<file path="config.mk">
export PLATFORM = sky130hd
export DESIGN_NAME = branch_predictor
export DESIGN_NICKNAME = d
export VERILOG_FILES = /design/src/rtl/branch_predictor.sv
export SDC_FILE = /design/constraint.sdc
export NUM_CORES = 2
export LEC_CHECK = 0
export ABC_AREA = 1
export CAP_MARGIN = 20
export CORE_MARGIN = 1
export CORE_UTILIZATION = 30
export DETAILED_ROUTE_END_ITERATION = 7
export SYNTH_ARGS = -nofsm -noshare
export SYNTH_HDL_FRONTEND = slang
export SYNTH_SLANG_ARGS = --single-unit
</file>
<file path="constraint.sdc">
create_clock -name clk_i -period 8.2 [get_ports clk_i]
set_input_delay 1.64 -clock clk_i [delete_from_list [all_inputs] [get_ports clk_i]]
set_output_delay 1.64 -clock clk_i [all_outputs]
set_load 0.02 [all_outputs]
</file>
<file path="src/rtl/branch_predictor.sv">
// Dynamic branch predictor: tagged table of saturating counters with targets,
// looked up combinationally by IF and trained by resolved branches from ID.
module branch_predictor #(
    parameter int IDX_W  = 4,
    parameter int CNT_W  = 2,
    parameter int PERF_W = 32
) (
    input  logic              clk_i,
    input  logic              rst_i,
    input  logic              pred_en_i,
    input  logic [31:0]       lookup_pc_i,
    output logic              pred_taken_o,
    output logic [31:0]       pred_target_o,
    input  logic              upd_valid_i,
    input  logic [31:0]       upd_pc_i,
    input  logic              upd_taken_i,
    input  logic [31:0]       upd_target_i,
    input  logic              upd_miss_i,
    output logic [PERF_W-1:0] br_cnt_o,
    output logic [PERF_W-1:0] miss_cnt_o
);

    localparam int ENTRIES = 1 << IDX_W;
    localparam int TAG_W   = 30 - IDX_W;

    localparam logic [CNT_W-1:0] CNT_MAX     = CNT_W'((1 << CNT_W) - 1);
    localparam logic [CNT_W-1:0] CNT_WEAK_NT = CNT_W'((1 << (CNT_W - 1)) - 1);
    localparam logic [CNT_W-1:0] CNT_WEAK_T  = CNT_W'(1 << (CNT_W - 1));
    localparam logic [PERF_W-1:0] PERF_MAX   = '1;

    logic              valid_q  [ENTRIES];
    logic [TAG_W-1:0]  tag_q    [ENTRIES];
    logic [31:0]       target_q [ENTRIES];
    logic [CNT_W-1:0]  cnt_q    [ENTRIES];

    logic [PERF_W-1:0] br_cnt_q;
    logic [PERF_W-1:0] miss_cnt_q;

    logic [IDX_W-1:0]  lk_idx;
    logic [TAG_W-1:0]  lk_tag;
    logic              lk_hit;

    logic [IDX_W-1:0]  up_idx;
    logic [TAG_W-1:0]  up_tag;
    logic              up_hit;
    logic [CNT_W-1:0]  up_cnt;
    logic [CNT_W-1:0]  cnt_nxt;

    // Byte-offset bits of the update PC never address the table.
    logic              unused_pc_bits;
    assign unused_pc_bits = ^upd_pc_i[1:0];

    assign lk_idx = lookup_pc_i[IDX_W+1:2];
    assign lk_tag = lookup_pc_i[31:IDX_W+2];
    assign up_idx = upd_pc_i[IDX_W+1:2];
    assign up_tag = upd_pc_i[31:IDX_W+2];

    always_comb begin
        lk_hit        = valid_q[lk_idx] && (tag_q[lk_idx] == lk_tag);
        pred_taken_o  = pred_en_i && lk_hit && cnt_q[lk_idx][CNT_W-1];
        pred_target_o = lookup_pc_i + 32'd4;
        if (pred_taken_o) begin
            pred_target_o = target_q[lk_idx];
        end
    end

    // A taken branch that misses the entry replaces it at weakly-taken strength.
    always_comb begin
        up_hit  = valid_q[up_idx] && (tag_q[up_idx] == up_tag);
        up_cnt  = cnt_q[up_idx];
        cnt_nxt = up_cnt;
        if (upd_taken_i) begin
            if (!up_hit) begin
                cnt_nxt = CNT_WEAK_T;
            end else if (up_cnt != CNT_MAX) begin
                cnt_nxt = up_cnt + CNT_W'(1);
            end
        end else if (up_hit && (up_cnt != '0)) begin
            cnt_nxt = up_cnt - CNT_W'(1);
        end
    end

    always_ff @(posedge clk_i) begin
        if (!rst_i) begin
            for (int i = 0; i < ENTRIES; i++) begin
                valid_q[i]  <= 1'b0;
                tag_q[i]    <= '0;
                target_q[i] <= '0;
                cnt_q[i]    <= CNT_WEAK_NT;
            end
        end else if (upd_valid_i) begin
            if (upd_taken_i) begin
                valid_q[up_idx]  <= 1'b1;
                tag_q[up_idx]    <= up_tag;
                target_q[up_idx] <= upd_target_i;
                cnt_q[up_idx]    <= cnt_nxt;
            end else if (up_hit) begin
                cnt_q[up_idx]    <= cnt_nxt;
            end
        end
    end

    always_ff @(posedge clk_i) begin
        if (!rst_i) begin
            br_cnt_q   <= '0;
            miss_cnt_q <= '0;
        end else if (upd_valid_i) begin
            if (br_cnt_q != PERF_MAX) begin
                br_cnt_q <= br_cnt_q + PERF_W'(1);
            end
            if (upd_miss_i && (miss_cnt_q != PERF_MAX)) begin
                miss_cnt_q <= miss_cnt_q + PERF_W'(1);
            end
        end
    end

    assign br_cnt_o   = br_cnt_q;
    assign miss_cnt_o = miss_cnt_q;

endmodule

</file>
==> out/metrics.yaml <==
status: "complete, no violations"
hold_viol: 0
tightest_slew_ns: 1.223
maxCapViolations: 0
drt.antenna.violating_nets: 0
min_from: "valid_q[4]"
cts.sinks: 1040
synth-edff-count: 960
crit_slowest_cell: "nor2_4"
switchingPower_mw: 3.348
dp_worst_setup_slack_ns: 0.6819
grt_overflow: 0
areaGrowthSynthToFinish_pct: 14.63
antenna_found_initial: 21
fp.dieH_um: 421.6
netlist_area_mm2: 0.05281
clk_latency_ns: 0.77
critical_path_required_ns: 6.56
final_cells: 8581
p_sw_frac: 0.2696
cts_buffer_depth: 3
clock_power_share: 0.393
track_usage: 0.2141
pwr-share-seq: 0.494
fin_crit_ns: 7.588
ys.flop_type: "edfxtp_1"
grt_pass1_vias: 43030
timing_worst_setup_path_type: "in -> out"
path_max_fanout: 35
timing.hold.ws_ns: 0.4667
r2r_slack_ns: 4.67
reg2reg_from: "tag_q[0][25]"
core_mm2: 0.1744
wl_per_cell_um: 22.99
crit_path_start_kind: "primary input"
synth.avg_cell_area_um2: 8.512
io_pins: 199
routed_wl_mm: 197.3
yosys.cell_types.count: 48
portBuffers: 196
worstPathArrival_ns: 5.95
rsz0062_at_grt: "no"
dpl_cell_area_mm2: 0.05705
grt_max_degree: 214
finalSetupViolCount: 0
final_max_slew_viol_count: 0
p_per_area_mw_per_mm2: 205.2
initial_utilization: 0.3028
gp_congestion: 0.9118
cts_root_buf: "clkbuf_16"
die_area_mm2: 0.1777
finClkSkew_ns: 0.05993
max-slew-margin-rel: 0.1845
cts_buffers: 110
cts_tree: "done"
layout_commonest_cell: "nor2_1"
path_buf_inv: 5
netlist_top_cells_area: "edfxtp_1 55%, nor2_1 11%, nand2_1 9.8%"
min_period_over_period: 0.9253
cp-end-kind: "output pin"
intPower_mw: 9.072
synthArstFlopShare: 0
drc: 0
synth_top_area_share: 0.5459
syn-num-nets: 6312
dp_hpwl_mm: 113.0
pwr-share-comb: 0.113
grt_pass1_wl_mm: 285.2
dpl.cell_count: 8367
clk_pin_slew_ns: 0.06
cp_cell_sequence: "clkdlybuf4s50_1 -> clkinv_2 -> nor2_4 -> buf_4 -> nand2_1 -> nand3_1 -> xor2_1 -> nand2_1 -> nor2_1 -> nand3_1 -> nor2_4 -> buf_4 -> nand2_1 -> nand2_1 -> clkdlybuf4s50_1"
timing.fmax_ghz: 0.1318
fin_nets: 6263
rows: 153
min_to: "valid_q[4]"
most-common-layout-cells: "1484 x nor2_1, 1358 x nand2_1, 960 x edfxtp_1"
vdd_drop_max_mv: 0.1832
post-synth-top-area-cell: "edfxtp_1"
die_w_um: 421.6
drive_above_1_share: 0.05298
cpMostUsedCell: "nand2_1"
vias_per_cell: 5.326
cts_resized: 0
synth_cells: 6204
fin_util: 0.3471
cts_setup_buffers: 0
power_mw: 12.42
drt_iter0_drc: 5808
postLayoutCellArea_mm2: 0.06053
ctsHoldBuffers: 0
max_stage_delay_ns: 0.64
cts.htree.levels: 3
fin_tns_setup_ns: 0
min_path_type: "reg -> reg"
ff2ff_path_depth: 16
ys_seq_area_frac: 0.5762
num_vias: 45700
path_depth: 15
hold_depth: 2
yosys_warnings: 0
r2r-end: "cnt_q[7][0]"
fin_ws_ns: 0.6124
firstDrtPassIters: 6
cpLargestDelayFamily: "buffers and inverters"
leakagePower_nw: 22.82
synth_seq_cells: 1040
## layer usage
layer	part of all wire	track usage	routed length (um)	vias up
met4	0.053	0.1147	10380	10
met1	0.38	0.2697	75440	22010
met3	0.10	0.03939	19660	511
met5	0.00034	0	67	-
li1	-	-	-	20640
met2	0.46	0.3478	91700	2535
## power by group through the flow
stage	Clock [mW]	Combinational [mW]	Sequential, mW
global placement	0	1.35	6.23
global route	5.11	1.50	6.16
floorplan	0	0.798	6.23
finish	4.89	1.40	6.13
detailed placement	0	1.37	6.24
CTS	4.91	1.37	6.13
## flip-flops by register name (all words and copies together) (netlist names)
register and count:
cnt_q 32, valid_q 16, br_cnt_o 32, tag_q 416, target_q 512, miss_cnt_o 32
## worst register-to-register path: stages, from the launching register on
cell	delay, ns
edfxtp_1	0.32
inv_1	0.05
o21ai_0	0.18
nand2_1	0.07
nand2_1	0.07
nand2_1	0.05
nand2_1	0.19
nor2_1	0.14
nand2_1	0.20
nand4_1	0.26
nor2_1	0.15
nand3_1	0.13
nor2_1	0.43
nand3_4	0.33
nand2_4	0.34
nand3_1	0.15
nand2_1	0.14
## cell usage after synthesis (6+ instances only)
cell type	count
nand4_1	31
buf_4	11
nand3_1	194
a31oi_1	11
a221oi_1	9
inv_1	324
a22oi_1	20
a21oi_1	193
edfxtp_1	960
o21ai_1	13
ha_1	6
nor3_1	50
o21ai_0	666
nor4_1	15
buf_1	28
nand2_1	1374
dfxtp_1	80
o22ai_1	92
o221ai_1	39
clkbuf_1	314
nor2_1	1488
nand3_2	12
o211ai_1	51
xor2_1	44
clkinv_1	27
buf_2	102
xnor2_1	7
## area by class of cell
type,instances,area (um^2)
Inverter,357,1365
Tap cell,2325,2909
Fill cell,17670,113900
Timing Repair Buffer,298,2904
Multi-Input combinational cell,4348,19470
Clock buffer,141,2952
Sequential cell,1040,30430
Antenna cell,8,20.02
Clock inverter,64,488.0
## logic make-up after synthesis
logic type               share of synthesized area
buffers and inverters                      0.06181
adder cells (fa/ha/maj)                   0.001422
AND/OR/NAND/NOR                             0.2379
XOR/XNOR                                  0.008458
AO/OA/AOI/OAI                               0.1142
flip-flops                                  0.5762
## worst max-delay path by stage
stage                              endpoint      startpoint  slack (ns)
after floorplan           pred_target_o[14]  lookup_pc_i[2]        2.84
after global placement    pred_target_o[31]  lookup_pc_i[5]        0.68
after detailed placement  pred_target_o[31]  lookup_pc_i[5]        0.68
after CTS                 pred_target_o[31]  lookup_pc_i[5]        0.67
after global routing      pred_target_o[27]  lookup_pc_i[2]        0.47
final                     pred_target_o[25]  lookup_pc_i[5]        0.61
No activity file was read; power rests on OpenSTA's default activity.
